[config.mk]
export PLATFORM = sky130hd
export DESIGN_NAME = rf_multiport
export DESIGN_NICKNAME = d
export VERILOG_FILES = /design/src/rtl/rf_pkg.sv /design/src/rtl/rf_scoreboard.sv /design/src/rtl/rf_multiport.sv
export SDC_FILE = /design/constraint.sdc
export NUM_CORES = 2
export LEC_CHECK = 0
export BUFFER_PORTS_ARGS = -buffer_cell sky130_fd_sc_hd__buf_2
export CORE_MARGIN = 4
export CORE_UTILIZATION = 56
export DETAILED_ROUTE_END_ITERATION = 10
export GPL_TIMING_DRIVEN = 0
export HOLD_SLACK_MARGIN = 0.06
export MAX_ROUTING_LAYER = met4
export PLACE_DENSITY_LB_ADDON = 0.25
export SLEW_MARGIN = 30
export SYNTH_ARGS = -nofsm -noshare
export SYNTH_HDL_FRONTEND = slang
export SYNTH_HIERARCHICAL = 1
export SYNTH_SLANG_ARGS = --single-unit
[constraint.sdc]
create_clock -name clk -period 3.35 [get_ports clk]
set_input_delay 0.1675 -clock clk [delete_from_list [all_inputs] [get_ports clk]]
set_output_delay 0.1675 -clock clk [all_outputs]
set_load 0.03 [all_outputs]
[src/rtl/rf_pkg.sv]
// Shared defaults, architectural register indices and port-slicing helpers
// for the multi-port integer register file.
package rf_pkg;

    localparam int unsigned XLEN_DEF  = 32;
    localparam int unsigned NREGS_DEF = 32;
    localparam int unsigned AW_DEF    = $clog2(NREGS_DEF);

    localparam int unsigned REG_ZERO = 0;
    localparam int unsigned REG_SP   = 2;

    // Low bit of field k in a flattened vector of w-bit fields
    function automatic int unsigned port_lo(input int unsigned k, input int unsigned w);
        return k * w;
    endfunction

    // High bit of field k in a flattened vector of w-bit fields
    function automatic int unsigned port_hi(input int unsigned k, input int unsigned w);
        return (k * w) + w - 1;
    endfunction

endpackage

[src/rtl/rf_scoreboard.sv]
// Pending-write scoreboard: one bit per architectural register. Flush beats
// issue, and issue beats a writeback clear on the same register. x0 is never pending.
module rf_scoreboard
    import rf_pkg::*;
#(
    parameter int unsigned NREGS = NREGS_DEF,
    parameter int unsigned AW    = $clog2(NREGS)
) (
    input  logic             clk,
    input  logic             rst_n,
    input  logic             flush,
    input  logic             iss_en,
    input  logic [AW-1:0]    iss_a,
    input  logic             clr_en,
    input  logic [AW-1:0]    clr_a,
    output logic [NREGS-1:0] pend
);

    logic [NREGS-1:0] pend_nxt;
    logic             set_hit;
    logic             clr_hit;

    assign set_hit = iss_en && (iss_a != AW'(REG_ZERO));
    assign clr_hit = clr_en && (clr_a != AW'(REG_ZERO));

    // Clear first so that a same-address set overrides it
    always_comb begin
        pend_nxt = pend;
        if (flush) begin
            pend_nxt = '0;
        end else begin
            if (clr_hit) begin
                pend_nxt[clr_a] = 1'b0;
            end
            if (set_hit) begin
                pend_nxt[iss_a] = 1'b1;
            end
        end
        pend_nxt[REG_ZERO] = 1'b0;
    end

    always_ff @(posedge clk or negedge rst_n) begin
        if (!rst_n) begin
            pend <= '0;
        end else begin
            pend <= pend_nxt;
        end
    end

endmodule

[src/rtl/rf_multiport.sv]
// Parametrised integer register file with NRD combinational read ports, a
// posedge write port and a pending-write scoreboard. Define RF_BYPASS_EN to
// forward the WB write data (and its scoreboard clear) to same-cycle reads.
module rf_multiport
    import rf_pkg::*;
#(
    parameter int unsigned     XLEN    = XLEN_DEF,
    parameter int unsigned     NREGS   = NREGS_DEF,
    parameter int unsigned     AW      = $clog2(NREGS),
    parameter int unsigned     NRD     = 2,
    parameter logic [XLEN-1:0] SP_INIT = '0
) (
    input  logic                clk,
    input  logic                rst_n,
    input  logic [NRD*AW-1:0]   ra,
    output logic [NRD*XLEN-1:0] rd,
    output logic [NRD-1:0]      rbusy,
    input  logic                we,
    input  logic [AW-1:0]       wa,
    input  logic [XLEN-1:0]     wd,
    input  logic                iss_en,
    input  logic [AW-1:0]       iss_a,
    input  logic                flush
);

    if ((NRD < 1) || (NRD > 4)) begin : g_bad_nrd
        $error("rf_multiport: NRD must be in 1..4");
    end
    if ((NREGS < 2) || (NREGS != (1 << AW))) begin : g_bad_nregs
        $error("rf_multiport: NREGS must be a power of two >= 2 equal to 2**AW");
    end

    logic [XLEN-1:0]  regs [NREGS];
    logic [NREGS-1:0] pend;
    logic             wr_hit;

    assign wr_hit = we && (wa != AW'(REG_ZERO));

    rf_scoreboard #(
        .NREGS (NREGS),
        .AW    (AW)
    ) u_sb (
        .clk    (clk),
        .rst_n  (rst_n),
        .flush  (flush),
        .iss_en (iss_en),
        .iss_a  (iss_a),
        .clr_en (we),
        .clr_a  (wa),
        .pend   (pend)
    );

    // Architectural array; x0 is reset to zero and never written
    always_ff @(posedge clk or negedge rst_n) begin
        if (!rst_n) begin
            for (int unsigned i = 0; i < NREGS; i++) begin
                regs[i] <= (i == REG_SP) ? SP_INIT : '0;
            end
        end else if (wr_hit) begin
            regs[wa] <= wd;
        end
    end

    for (genvar k = 0; k < NRD; k++) begin : g_rd
        localparam int unsigned ALO = port_lo(k, AW);
        localparam int unsigned DLO = port_lo(k, XLEN);

        logic [AW-1:0] a;
        logic          a_nz;

        assign a    = ra[ALO +: AW];
        assign a_nz = (a != AW'(REG_ZERO));

`ifdef RF_BYPASS_EN
        logic hit;
        logic reissue;

        // A same-cycle writeback both supplies the data and retires the
        // pending bit, unless a newer producer is issuing to the same register
        assign hit      = wr_hit && (a == wa);
        assign reissue  = iss_en && !flush && (iss_a == a);
        assign rd[DLO +: XLEN] = hit ? wd : regs[a];
        assign rbusy[k] = pend[a] && a_nz && (!hit || reissue);
`else
        assign rd[DLO +: XLEN] = regs[a];
        assign rbusy[k] = pend[a] && a_nz;
`endif
    end

endmodule
==> results.ini <==
[status]
status=complete, but fails checks
violations=negative setup slack

[timing]
fmax_mhz=288.6
hold_violations=0
skew_ns=0
slew_viol_final=0
timing.final.ws_setup_ns=-0.1151
period_needed_ns=3.465
post-route-period-util_pct=103.4
tightest_slew_ns=1.140
final-setup-viol-count=21
slew_headroom_pct=24.00

[setup_path]
r2r-end=u_sb/pend[7]
r2r_start=u_sb/pend[7]
arrival_ns=3.30
start_kind=primary input
required_ns=3.18
worstSetupPathType=primary input to primary output
critical_path.cell_chain=buf_2 -> buf_2 -> nor2b_1 -> clkbuf_1 -> clkbuf_1 -> a211oi_1 -> a22oi_1 -> buf_2
path_buf_inv=5
cp-startpoint=ra[1]
crit_slowest_cell=clkbuf_1
endpoint_kind=primary output
critical_path_peak_fanout=10
critPathMaxStageDelay_ns=0.71
rr_worst_depth=4
path_delay_family=buffers and inverters
cp.depth=8
rrSetupSlack_ns=1.96
cp_common_cell=buf_2

[die]
die_h_um=326.5
rows=116
initial_core_util_pct=56.56
ios=123
die-width_um=326.5
die_area_um2=106600
fp.coreArea_um2=100400

[logic_synthesis]
async_reset_ff_share_pct=100.0
avgSynthCellArea_um2=14.16
synth_ff_type=dfrtp_1
synth-seq-area-share_pct=46.47
netlist_instances=4013
ys_warn_count=6
ys_ff_latch=1055
syn-num-nets=4070
synth_cell_type_count=47
netlist_area_um2=56810
synth_edf_count=0

[power_and_ir_drop]
power_per_cell_area_nw_per_um2=611.3
ir_drop_mv=0.5112
leakagePower_nw=28.22

[place]
place_area_um2=59370
numPortBuffers=116
dpl.hpwl_mm=152.7
gp_congestion=1.025

[cells_and_area]
multi_input_area_um2=28320
final_util_pct=63.90
area_delta_synth_final_pct=12.96
layout.nets=4359
drive_above_1_share_pct=45.32
fill_cells=7674
area.sequential_um2=26400
final_area_um2=64180

[clocking]
root_buffer=clkbuf_16
insertion_delay_ns=0.72
numClockSinks=1055
cts_buffers=113
clkTransAtPathRegs_ns=0.06
cts_tree=done
htree_levels=3
cts_max_path_buffers=3

[detailed_routing]
num_vias=41220
wire_per_inst_um=36.72
ant_nets=0
firstDrtPassIters=8
drc=0
via_per_inst=7.155
drt_wl_total_mm=211.5
drtIter0Drc=5922

[grt]
grt.total_usage_pct=40.30
grt_max_degree=121
grt_busiest_layer=met2
overflow=0
grt_pass1_vias=40750
grtUsageMet1_pct=51.37
antenna_found_initial=7
grt_pass1_wl_mm=297.1
grt_util_met3_pct=16.31
met2_usage_pct=54.95

[job]
drv_cap=0

[worst_hold_path]
hp-class=primary input to asynchronous set/reset pin

## Yosys cell counts (2+ instances only)
library cell / n / area share (%)
mux2_2: 1074 / 21
dfrtp_1: 1055 / 46
mux2i_1: 377 / 6.6
mux4_2: 337 / 13
clkbuf_1: 235 / 1.6
a221oi_1: 120 / 1.9
o22ai_1: 120 / 1.3
buf_2: 99 / 0.87
nand2_1: 86 / 0.57
a211oi_1: 66 / 0.87
buf_1: 50 / 0.33
nor2_1: 45 / 0.30
buf_4: 44 / 0.58
o21ai_0: 42 / 0.37
a21oi_1: 38 / 0.33
a22oi_1: 37 / 0.49
nor2b_1: 32 / 0.35
o21ai_1: 29 / 0.26
buf_6: 20 / 0.40
a221oi_2: 16 / 0.42
nand3b_1: 14 / 0.19
nand3_1: 9 / 0.079
o221a_2: 8 / 0.16
o22a_1: 8 / 0.12
buf_8: 5 / 0.13
nor3b_1: 5 / 0.066
or3b_1: 5 / 0.077
nand4b_1: 4 / 0.062
or3_1: 4 / 0.044
buf_12: 3 / 0.11
nand2b_1: 3 / 0.033
nand4_1: 3 / 0.033
or3b_2: 3 / 0.046
and2_1: 2 / 0.022
nand4bb_1: 2 / 0.040
o211ai_1: 2 / 0.026
## state kept, by name (all words and copies together), names as in the netlist
| register | flops |
|---|---|
| regs | 1024 |
| u_sb/pend | 31 |
## layout by cell type (no fill, tap or decap), types with 10 or more instances in the layout
| cell | instances |
|---|---|
| mux2_2 | 1074 |
| dfrtp_1 | 1055 |
| mux2i_1 | 377 |
| mux4_2 | 337 |
| clkbuf_1 | 214 |
| buf_2 | 210 |
| o22ai_1 | 120 |
| clkbuf_16 | 115 |
| a221oi_1 | 108 |
| nand2_1 | 86 |
| a211oi_1 | 59 |
| buf_4 | 51 |
| buf_1 | 49 |
| nor2_1 | 44 |
| dlygate4sd3_1 | 44 |
| a21oi_1 | 38 |
| a22oi_1 | 37 |
| o21ai_0 | 36 |
| clkbuf_2 | 35 |
| o21ai_1 | 35 |
| nor2b_1 | 32 |
| a221oi_2 | 23 |
| clkbuf_8 | 22 |
| clkinv_2 | 21 |
| buf_6 | 20 |
| bufinv_16 | 19 |
| nand3b_1 | 14 |
| clkinvlp_4 | 10 |
| buf_16 | 10 |
## tightest hold or removal path: cells and delay by family
kind	cells	cell delay (ns)
buffers and inverters	3	1.13
## cells by family after synthesis
family | Yosys count | synth area share [%]
AO/OA/AOI/OAI | 488 | 6.255
buffers and inverters | 457 | 3.978
flip-flops | 1055 | 46.47
multiplexers | 1788 | 41.29
other | 1 | 0.006601
AND/OR/NAND/NOR | 224 | 2.000
## metal layers
layer  vias up  part of all wire [%]
met5         -                     0
met4         0                   6.6
met3       712                    14
met2      2971                    42
met1     21480                    37
li1      16060                     -
## worst max path at each step
stage	end	slack, ns
after floorplan	rd[10]	1.10
after global placement	regs[199]	-21.12
after detailed placement	rd[17]	-0.58
after CTS	rd[20]	0.0001
after global routing	rd[46]	-0.009
final	rd[28]	-0.12
## through the flow
step                instances  power [mW]  setup TNS, ns  setup WS, ns  hold WS (ns)
floorplan                4013       22.24              0         1.096       -0.1281
global placement         5486       24.78              -        -21.12        0.4413
detailed placement       5495       25.11         -12.64       -0.5773        0.1550
CTS                      5752       38.83              0    0.00009925       0.07527
global route             5755       40.38      -0.008563     -0.008563        0.1507
finish                   5761       39.23         -1.020       -0.1151        0.1360
## repair_timing
item                                    4_1_cts  5_1_grt
setup buffers                                 4        0
hold buffers                                 45        0
resized for setup                            28       34
pin swaps                                     0        1
endpoints found under the setup margin       48       24
endpoints found under the hold margin       670        0
## power breakdown
| part | internal, mW | switching [mW] | leakage [nW] |
|---|---|---|---|
| clock network | 8.23 | 5.60 | 1.98 |
| logic | 4.36 | 4.12 | 12.7 |
| registers | 15.1 | 1.83 | 13.6 |
## final cells by class
class / instances / share of cell area [%]
sequential: 1055 / 41.14
multi-input combinational: 2501 / 44.14
clock inverter: 57 / 1.306
antenna: 9 / 0.03509
buffer: 456 / 3.605
inverter: 1 / 0.005849
clock buffer: 151 / 5.038
timing repair buffer: 174 / 2.090
tap: 1357 / 2.646
No activity file was read; power rests on OpenSTA's default activity.
